$ cat config.mk
export PLATFORM = sky130hd
export DESIGN_NAME = bpf_core_sched_flat
export DESIGN_NICKNAME = d
export VERILOG_FILES = /design/src/rtl/bpf_core_sched_if.sv /design/src/rtl/bpf_core_sched.sv /design/src/flat_wrapper.sv
export SDC_FILE = /design/constraint.sdc
export NUM_CORES = 1
export LEC_CHECK = 0
export ABC_AREA = 1
export ABC_CLOCK_PERIOD_IN_PS = 5650
export BUFFER_PORTS_ARGS = -buffer_cell sky130_fd_sc_hd__buf_2
export CAP_MARGIN = 10
export CORE_AREA = 2 2 135 137
export CTS_CLUSTER_DIAMETER = 50
export DETAILED_ROUTE_END_ITERATION = 12
export DIE_AREA = 0 0 137 139
export PLACE_DENSITY_LB_ADDON = 0.1
export REMOVE_ABC_BUFFERS = 1
export SLEW_MARGIN = 20
export SYNTH_ARGS = -nofsm -noshare
export SYNTH_HDL_FRONTEND = slang
export SYNTH_SLANG_ARGS = --single-unit
export TNS_END_PERCENT = 1
$ cat constraint.sdc
create_clock -name clk -period 5.65 [get_ports clk]
set_input_delay 1.4125 -clock clk [delete_from_list [all_inputs] [get_ports clk]]
set_output_delay 1.4125 -clock clk [all_outputs]
set_load 0.005 [all_outputs]
$ cat src/rtl/bpf_core_sched_if.sv
// Dispatch, core-control and verdict signals of the BPF core scheduler.
// The scheduler connects through master; the filler, cores and forwarder use slave.
interface bpf_core_sched_if #(
  parameter int N_CORES                = 4,
  parameter int IDX_W                  = 2,
  parameter int PACKET_BYTE_ADDR_WIDTH = 12
);
  localparam int LEN_W = PACKET_BYTE_ADDR_WIDTH + 1;

  logic                     pkt_valid;
  logic [LEN_W-1:0]         pkt_len;
  logic                     pkt_ready;
  logic [IDX_W-1:0]         pkt_core;
  logic [N_CORES-1:0]       core_start;
  logic [N_CORES*LEN_W-1:0] core_len;
  logic [N_CORES-1:0]       core_acc;
  logic [N_CORES-1:0]       core_rej;
  logic [N_CORES-1:0]       core_abort;
  logic                     verdict_valid;
  logic                     verdict_ready;
  logic                     verdict_acc;
  logic                     verdict_timeout;
  logic [IDX_W-1:0]         verdict_core;
  logic [LEN_W-1:0]         verdict_len;

  modport master (
    input  pkt_valid, pkt_len, core_acc, core_rej, verdict_ready,
    output pkt_ready, pkt_core, core_start, core_len, core_abort,
           verdict_valid, verdict_acc, verdict_timeout, verdict_core, verdict_len
  );

  modport slave (
    output pkt_valid, pkt_len, core_acc, core_rej, verdict_ready,
    input  pkt_ready, pkt_core, core_start, core_len, core_abort,
           verdict_valid, verdict_acc, verdict_timeout, verdict_core, verdict_len
  );
endinterface

$ cat src/rtl/bpf_core_sched.sv
// Round-robin packet dispatcher for N BPF cores with per-core watchdog and
// in-order verdict release; a core is freed only when its verdict is consumed.
module bpf_core_sched #(
  parameter int N_CORES                = 4,
  parameter int IDX_W                  = 2,
  parameter int PACKET_BYTE_ADDR_WIDTH = 12,
  parameter int TIMEOUT_W              = 16,
  parameter int TIMEOUT_CYCLES         = 4096
) (
  input  logic               clk,
  input  logic               rst,
  bpf_core_sched_if.master   bus
);
  localparam int LEN_W = PACKET_BYTE_ADDR_WIDTH + 1;
  localparam int CNT_W = IDX_W + 1;
  localparam bit WD_EN = (TIMEOUT_CYCLES > 0);
  localparam logic [TIMEOUT_W-1:0] WD_LAST = TIMEOUT_W'((TIMEOUT_CYCLES > 0) ? TIMEOUT_CYCLES - 1 : 0);
  localparam logic [TIMEOUT_W-1:0] WD_MAX  = '1;

  typedef enum logic [1:0] {S_IDLE, S_RUN, S_DONE} state_e;

  state_e               state_q [N_CORES];
  logic [LEN_W-1:0]     len_q   [N_CORES];
  logic [TIMEOUT_W-1:0] wd_q    [N_CORES];
  logic [IDX_W-1:0]     fifo_q  [N_CORES];
  logic [N_CORES-1:0]   acc_q, to_q, start_q, abort_q;
  logic [IDX_W-1:0]     rr_q, head_q, tail_q;
  logic [CNT_W-1:0]     cnt_q;

  logic [IDX_W-1:0]     grant;
  logic                 any_idle;
  int unsigned          scan_idx;
  logic                 pkt_ready;
  logic                 verdict_valid;
  logic                 dispatch, pop;
  logic [IDX_W-1:0]     head_core;

  function automatic logic [IDX_W-1:0] wrap_inc(input logic [IDX_W-1:0] v);
    return (v == IDX_W'(N_CORES - 1)) ? '0 : v + 1'b1;
  endfunction

  // First IDLE core at or after rr_q, wrapping modulo N_CORES.
  always_comb begin
    grant    = '0;
    any_idle = 1'b0;
    scan_idx = 0;
    for (int unsigned k = 0; k < N_CORES; k++) begin
      scan_idx = 32'(rr_q) + k;
      if (scan_idx >= N_CORES) scan_idx = scan_idx - N_CORES;
      if (!any_idle && state_q[IDX_W'(scan_idx)] == S_IDLE) begin
        any_idle = 1'b1;
        grant    = IDX_W'(scan_idx);
      end
    end
  end

  assign head_core     = fifo_q[head_q];
  assign pkt_ready     = rst & any_idle;
  assign verdict_valid = rst & (cnt_q != '0) & (state_q[head_core] == S_DONE);
  assign dispatch      = bus.pkt_valid & pkt_ready;
  assign pop           = verdict_valid & bus.verdict_ready;

  assign bus.pkt_ready       = pkt_ready;
  assign bus.pkt_core        = rst ? grant : '0;
  assign bus.core_start      = start_q;
  assign bus.core_abort      = abort_q;
  assign bus.verdict_valid   = verdict_valid;
  assign bus.verdict_acc     = acc_q[head_core];
  assign bus.verdict_timeout = to_q[head_core];
  assign bus.verdict_core    = head_core;
  assign bus.verdict_len     = len_q[head_core];

  for (genvar gi = 0; gi < N_CORES; gi++) begin : g_len
    assign bus.core_len[gi*LEN_W +: LEN_W] = len_q[gi];
  end

  always_ff @(posedge clk) begin
    if (!rst) begin
      for (int unsigned i = 0; i < N_CORES; i++) begin
        state_q[i] <= S_IDLE;
        len_q[i]   <= '0;
        wd_q[i]    <= '0;
        fifo_q[i]  <= '0;
      end
      acc_q   <= '0;
      to_q    <= '0;
      start_q <= '0;
      abort_q <= '0;
      rr_q    <= '0;
      head_q  <= '0;
      tail_q  <= '0;
      cnt_q   <= '0;
    end else begin
      start_q <= '0;
      abort_q <= '0;
      // A verdict pulse in the expiry cycle wins over the watchdog.
      for (int unsigned i = 0; i < N_CORES; i++) begin
        if (state_q[i] == S_RUN) begin
          if (bus.core_acc[i] | bus.core_rej[i]) begin
            state_q[i] <= S_DONE;
            acc_q[i]   <= bus.core_acc[i] & ~bus.core_rej[i];
            to_q[i]    <= 1'b0;
          end else if (WD_EN && wd_q[i] == WD_LAST) begin
            state_q[i] <= S_DONE;
            acc_q[i]   <= 1'b0;
            to_q[i]    <= 1'b1;
            abort_q[i] <= 1'b1;
          end else if (wd_q[i] != WD_MAX) begin
            wd_q[i] <= wd_q[i] + 1'b1;
          end
        end
      end
      if (pop) begin
        state_q[head_core] <= S_IDLE;
        head_q             <= wrap_inc(head_q);
      end
      if (dispatch) begin
        state_q[grant] <= S_RUN;
        len_q[grant]   <= bus.pkt_len;
        wd_q[grant]    <= '0;
        acc_q[grant]   <= 1'b0;
        to_q[grant]    <= 1'b0;
        start_q[grant] <= 1'b1;
        fifo_q[tail_q] <= grant;
        tail_q         <= wrap_inc(tail_q);
        rr_q           <= wrap_inc(grant);
      end
      cnt_q <= cnt_q + CNT_W'(dispatch) - CNT_W'(pop);
    end
  end
endmodule
$ cat src/flat_wrapper.sv
// flat-port wrapper written by rule: the top's interface ports become plain ports
module bpf_core_sched_flat 
#(
  parameter int N_CORES                = 4,
  parameter int IDX_W                  = 2,
  parameter int PACKET_BYTE_ADDR_WIDTH = 12,
  parameter int TIMEOUT_W              = 16,
  parameter int TIMEOUT_CYCLES         = 4096
)
  (clk, rst, bus_pkt_valid, bus_pkt_len, bus_core_acc, bus_core_rej, bus_verdict_ready, bus_pkt_ready, bus_pkt_core, bus_core_start, bus_core_len, bus_core_abort, bus_verdict_valid, bus_verdict_acc, bus_verdict_timeout, bus_verdict_core, bus_verdict_len);
  bpf_core_sched_if #(.N_CORES(N_CORES), .IDX_W(IDX_W), .PACKET_BYTE_ADDR_WIDTH(PACKET_BYTE_ADDR_WIDTH)) bus_i ();
  input  logic clk;
  input  logic rst;
  input wire logic [$bits(bus_i.pkt_valid)-1:0] bus_pkt_valid;
  input wire logic [$bits(bus_i.pkt_len)-1:0] bus_pkt_len;
  input wire logic [$bits(bus_i.core_acc)-1:0] bus_core_acc;
  input wire logic [$bits(bus_i.core_rej)-1:0] bus_core_rej;
  input wire logic [$bits(bus_i.verdict_ready)-1:0] bus_verdict_ready;
  output wire logic [$bits(bus_i.pkt_ready)-1:0] bus_pkt_ready;
  output wire logic [$bits(bus_i.pkt_core)-1:0] bus_pkt_core;
  output wire logic [$bits(bus_i.core_start)-1:0] bus_core_start;
  output wire logic [$bits(bus_i.core_len)-1:0] bus_core_len;
  output wire logic [$bits(bus_i.core_abort)-1:0] bus_core_abort;
  output wire logic [$bits(bus_i.verdict_valid)-1:0] bus_verdict_valid;
  output wire logic [$bits(bus_i.verdict_acc)-1:0] bus_verdict_acc;
  output wire logic [$bits(bus_i.verdict_timeout)-1:0] bus_verdict_timeout;
  output wire logic [$bits(bus_i.verdict_core)-1:0] bus_verdict_core;
  output wire logic [$bits(bus_i.verdict_len)-1:0] bus_verdict_len;
  assign bus_i.pkt_valid = bus_pkt_valid;
  assign bus_i.pkt_len = bus_pkt_len;
  assign bus_i.core_acc = bus_core_acc;
  assign bus_i.core_rej = bus_core_rej;
  assign bus_i.verdict_ready = bus_verdict_ready;
  assign bus_pkt_ready = bus_i.pkt_ready;
  assign bus_pkt_core = bus_i.pkt_core;
  assign bus_core_start = bus_i.core_start;
  assign bus_core_len = bus_i.core_len;
  assign bus_core_abort = bus_i.core_abort;
  assign bus_verdict_valid = bus_i.verdict_valid;
  assign bus_verdict_acc = bus_i.verdict_acc;
  assign bus_verdict_timeout = bus_i.verdict_timeout;
  assign bus_verdict_core = bus_i.verdict_core;
  assign bus_verdict_len = bus_i.verdict_len;
  bpf_core_sched #(.N_CORES(N_CORES), .IDX_W(IDX_W), .PACKET_BYTE_ADDR_WIDTH(PACKET_BYTE_ADDR_WIDTH), .TIMEOUT_W(TIMEOUT_W), .TIMEOUT_CYCLES(TIMEOUT_CYCLES)) u_core (.clk(clk), .rst(rst), .bus(bus_i));
endmodule
Word level (Yosys, flattened, before mapping)
Memory sizes are Yosys's and may differ from the RTL's. A register that Yosys moved wholly into a read port is not among the register bits.
Cells that the tools add are included.
- flip-flop bits (word level): 25
- bits in latches: 0
- memory bits (writable): 132
- ROM bits: 0
- bits of input ports: 25
- output and inout bits: 81
- logic and storage cells: 241
- memories kept: 4
- memories (name ; depth ; bits a word ; rd ports ; clocked after Yosys merged registers in ; write ports ; line ; text):
    u_core.wd_q ; 4 ; 16 ; 4 ; 0 ; 5 ; bpf_core_sched.sv:24 ; logic [TIMEOUT_W-1:0] wd_q [N_CORES];
    u_core.len_q ; 4 ; 13 ; 5 ; 0 ; 4 ; bpf_core_sched.sv:23 ; logic [LEN_W-1:0] len_q [N_CORES];
    u_core.fifo_q ; 4 ; 2 ; 1 ; 1 ; 4 ; bpf_core_sched.sv:25 ; logic [IDX_W-1:0] fifo_q [N_CORES];
    u_core.state_q ; 4 ; 2 ; 9 ; 0 ; 6 ; bpf_core_sched.sv:22 ; state_e state_q [N_CORES];
- add/sub/neg operators: 16
- multiply operators: 0
- divide/modulo/power cells: 0
- order comparisons: 7
- equal/unequal tests: 16
- shift operators: 0
- muxes and demuxes: 143
- bitwise operators: 32
- reduce and logical (&&, ||, !) cells: 15
- operators with widths (operator ; number):
    1-bit 2-to-1 mux ; 108
    16-bit by 1-bit adder with 16-bit output (second input constant) ; 4
    16-bit by 12-bit equality test with 1-bit output (second input constant) ; 4
    16-bit 2-to-1 mux ; 4
    16-bit inequality test (second input constant) ; 4
    2-bit 2-to-1 mux ; 25
    1-bit OR ; 16
    13-bit 2-to-1 mux ; 1
    13-bit OR reduction ; 1
    1-bit AND ; 9
    3-bit greater-or-equal comparator (second input constant) ; 3
    4-bit AND ; 2
    2-bit by 1-bit equality test with 1-bit output (second input constant) ; 4
    2-bit equality test (second input constant) ; 4
    2-bit logical NOT ; 4
    4-bit 2-to-1 mux ; 2
    2-bit by 1-bit subtractor with 2-bit output (second input constant) ; 4
    2-bit by 1-bit adder with 2-bit output (second input constant) ; 3
    2-bit by 2-bit adder with 3-bit output (second input constant) ; 2
    2-bit by 3-bit < comparator with 1-bit output (second input constant) ; 2
    1-bit binary-select mux with 2-bit select ; 2
    1-bit logical AND ; 4
    1-bit inverter ; 4
    4-bit inverter ; 1
    other kinds (10) ; 12

Logic depth before layout (Yosys ltp)
An unclocked memory read counts as a cell.
- word-level depth: 21
- mapped depth: 18

Worst setup path before layout
No wires, ideal clock.
- path type: input to output
- from: input port rst
- to: output port bus_pkt_ready
- arrival: 2.123 ns
- data required time: 4.238 ns
- setup slack: 2.114 ns
- stages: 4
- buffers on the path: 2
- cells stage by stage: clkbuf_1 clkbuf_1 nand2_1 inv_1
- cells in the longest elaborated chain, start to end: 1
- RTL lines (item ; line ; text):
    from (decl) ; flat_wrapper.sv:13 ; input logic rst;
    1-bit AND ; bpf_core_sched.sv:58 ; assign pkt_ready = rst & any_idle;
    to (decl) ; flat_wrapper.sv:19 ; output wire logic [$bits(bus_i.pkt_ready)-1:0] bus_pkt_ready;
No other way between the ends.

Final worst setup path
- from: input port rst
- to: output port bus_verdict_valid
- cells in the longest elaborated chain, start to end: 2
- RTL lines (item ; line ; text):
    1-bit AND (2 in series) ; bpf_core_sched.sv:59 ; assign verdict_valid = rst & (cnt_q != '0) & (state_q[head_core] == S_DONE);
    to (decl) ; flat_wrapper.sv:24 ; output wire logic [$bits(bus_i.verdict_valid)-1:0] bus_verdict_valid;
No other way between the ends.

==> flow_summary.ini <==
[run_status]
status = finished clean

[drt]
route.met2.wl_um = 8824
met1Wirelength_um = 9720
highest_layer = met4
wl_um = 19540
drt_pass1_iterations = 5
wl_per_cell_um = 12.92
drc_errors = 0
met3_wirelength_um = 835
viasPerCell = 4.878
vias = 7375
first_iter_violations = 521
postRouteAntennaNets = 0

[worst_setup_path]
cp_max_fo = 2
r2r-end = u_core.cnt_q[2]
path_buf_inv = 3
cp_cell_sequence = buf_2, clkinv_1, a21oi_1, o21ai_0, nor3b_1, buf_2
rr_worst_depth = 18
end_kind = primary output
arrival_ns = 2.56
startpoint_type = primary input
cp.required_ns = 4.24
crit_slowest_cell = nor3b_1
r2r_slack_ns = 2.67
critical_path.top_delay_family = simple AND/OR/NAND/NOR gates
crit_top_cell = buf_2
slowest_delay_ns = 0.46
path_class = in -> out

[placed_design]
numPortBuffers = 105
place_ws_ns = 1.736
dpl.hpwl_um = 14320
placed_area_um2 = 9298
place.gp.congestion = 0.8643

[synth]
synth_cells = 1170
synthTopCellsByArea = dfxtp_1 (23%), edfxtp_1 (21%), nand2_1 (12%)
synth_area_um2 = 8616
ys_ff_latch = 161
syn_area_per_cell_um2 = 7.364
synth_xor_area_frac = 0.05388
synth_edf_count = 60
synthFlopType = dfxtp_1
yosysTopAreaCell = dfxtp_1
yosysWarningCount = 0
yosys.area.top_type_share = 0.2347
async_flop_share = 0
synth_top_family_by_area = simple AND/OR/NAND/NOR gates
synthAdderAreaFrac = 0.01975
synth-simple-area-share = 0.3093
synthMuxAreaShare = 0
ys_seq_area_frac = 0.4438
synth_compound_area_frac = 0.06579
yosysUniqueCellTypes = 40

[sta]
setup_ws_ns = 1.677
hold_violations = 0
setup_viol = 0
fmax_mhz = 251.7
fin_tns_setup_ns = 0
rsz0062_at_grt = no
drv_slew = 0
final.min_clock_period_ns = 3.973
max-slew-margin-rel = 0.5337
fin_crit_sh = 0.7032
finClkSkew_ns = 0.01157
tightestPinTransition_ns = 0.6994

[clock_network]
cts_setup_buffers = 0
cts_hold_buf = 0
cts_tree = done
cts_root_buf = clkbuf_16
clk_pin_slew_ns = 0.06
post_cts_resized = 0
clkLatencyLatePin_ns = 0.43
cts_max_level = 4
numClockSinks = 161
cts_buffer_depth = 2
numCtsBuffers = 17

[power]
p_int_uw = 2426
swShare = 0.3700
p_per_area_nw_per_um2 = 391.1
seq_power_share = 0.403
clkPwrFrac = 0.276
p_switching_uw = 1425
p_total_uw = 3851
irDropWorstVdd_mv = 0.2668
combPwrFrac = 0.321
power.leakage_uw = 0.004838

[floorplanning]
die_x_um = 137
num_io_pins = 106
fp-row-count = 49
die_h_um = 139
start_util = 0.4880
die-area_um2 = 19040
core_um2 = 17660

[worst_hold_path]
whs_endpoint = u_core.cnt_q[2]
hold_start = u_core.cnt_q[2]
hold_path_class = reg -> reg
hold_depth = 1

[grt]
gr-total-overflow = 0
grt_max_degree = 33
first_global_vias = 6536
grt.total_usage = 0.2118
grt_pass1_wl_um = 32030
antenna_found_initial = 0

[final_layout]
mostFrequentLayoutCells = nand2_1 (281), inv_1 (200), nor2_1 (168)
final_nets = 1308
layout_commonest_cell = nand2_1
fillCellCount = 1782
utilization = 0.5578
design_area_um2 = 9848
drive_gt1_frac = 0.1348
area_growth_pct = 14.30
antenna_cells = 0

[flow_run]
drv_cap = 0
[cell usage after synthesis, types with 2 or more instances]
library cell / n
nand2_1: 281
nand2_4: 9
edfxtp_1: 60
nor4_1: 4
o21ai_1: 2
o21ai_0: 54
nor2_1: 170
nand2_2: 11
xnor2_1: 2
buf_4: 3
a22oi_1: 22
clkbuf_1: 11
nand4_1: 12
o22ai_1: 10
inv_2: 2
nor2_4: 2
inv_1: 200
nand3_4: 2
nor3_1: 38
buf_2: 8
xor2_1: 51
nand3_1: 74
dfxtp_1: 101
nor2_2: 4
a21oi_1: 7
ha_1: 12
buf_6: 4
nor3b_1: 2
[sequential cells by signal, summed over array words and instances (netlist names), named ones only]
name                   flops
u_core.bus.core_start      4
u_core.tail_q              2
u_core.head_q              2
u_core.rr_q                2
u_core.cnt_q               3
u_core.state_q             8
u_core.len_q              52
u_core.wd_q               64
u_core.bus.core_abort      4
u_core.fifo_q              8
u_core.to_q                4
u_core.acc_q               4
[per-layer routing]
metal,global-route usage,vias up
met5,0,-
met4,0.05100,0
met3,0.04642,10
met2,0.3286,142
met1,0.3008,3342
li1,-,3881
[cell families after synthesis]
family / Yosys count
and+or+nand+nor: 613
buffers and inverters: 232
xor gates and xnor gates: 53
AOI/OAI and AO/OA: 98
adders and majority gates: 13
DFF: 161
[how the worst max path moves through the flow]
stage | start | end | slack (ns) | depth (start not counted)
finish | rst | bus_verdict_valid | 1.68 | 6
global route | rst | bus_verdict_valid | 1.66 | 6
CTS | rst | bus_verdict_valid | 1.73 | 6
detailed placement | rst | bus_verdict_valid | 1.74 | 6
global placement | rst | bus_verdict_valid | 1.72 | 6
floorplan | rst | u_core.cnt_q[2] | 1.99 | 14
[power groups by stage]
stage	combinational, µW	clock [µW]	sequential (µW)
floorplan	798	0	1560
global placement	1220	0	1580
detailed placement	1240	0	1580
CTS	1240	1090	1550
global route	1400	1140	1570
finish	1230	1060	1550
[stage by stage]
stage	hold WS, ns	std cells
2_1_floorplan	0.4224	1143
3_3_place_gp	0.4466	1480
3_5_place_dp	0.4519	1480
4_1_cts	0.4676	1512
5_1_grt	0.4904	1512
6_report	0.4769	1512
[worst reg2reg max path, cell delays in order, from the launching register on]
cell	delay (ns)
dfxtp_1	0.38
inv_1	0.10
nand2_1	0.07
nand3_1	0.07
nand2_1	0.20
inv_1	0.16
nand3_1	0.11
nand3_1	0.10
nor2_1	0.17
nand3_1	0.23
inv_1	0.11
ha_1	0.22
inv_1	0.06
ha_1	0.14
inv_1	0.05
fa_1	0.36
xor2_1	0.16
o21ai_0	0.14
a21oi_1	0.05
[cell type report]
| class | instances | area, µm² | share of cell area |
|---|---|---|---|
| Timing Repair Buffer | 108 | 548.0 | 0.05565 |
| Inverter | 205 | 773.2 | 0.07852 |
| Clock buffer | 18 | 429.2 | 0.04358 |
| Multi-Input combinational cell | 777 | 3871 | 0.3931 |
| Sequential cell | 161 | 3824 | 0.3883 |
| Clock inverter | 14 | 116.4 | 0.01182 |
| Tap cell | 229 | 286.5 | 0.02909 |
(Power assumes the default switching activity.)
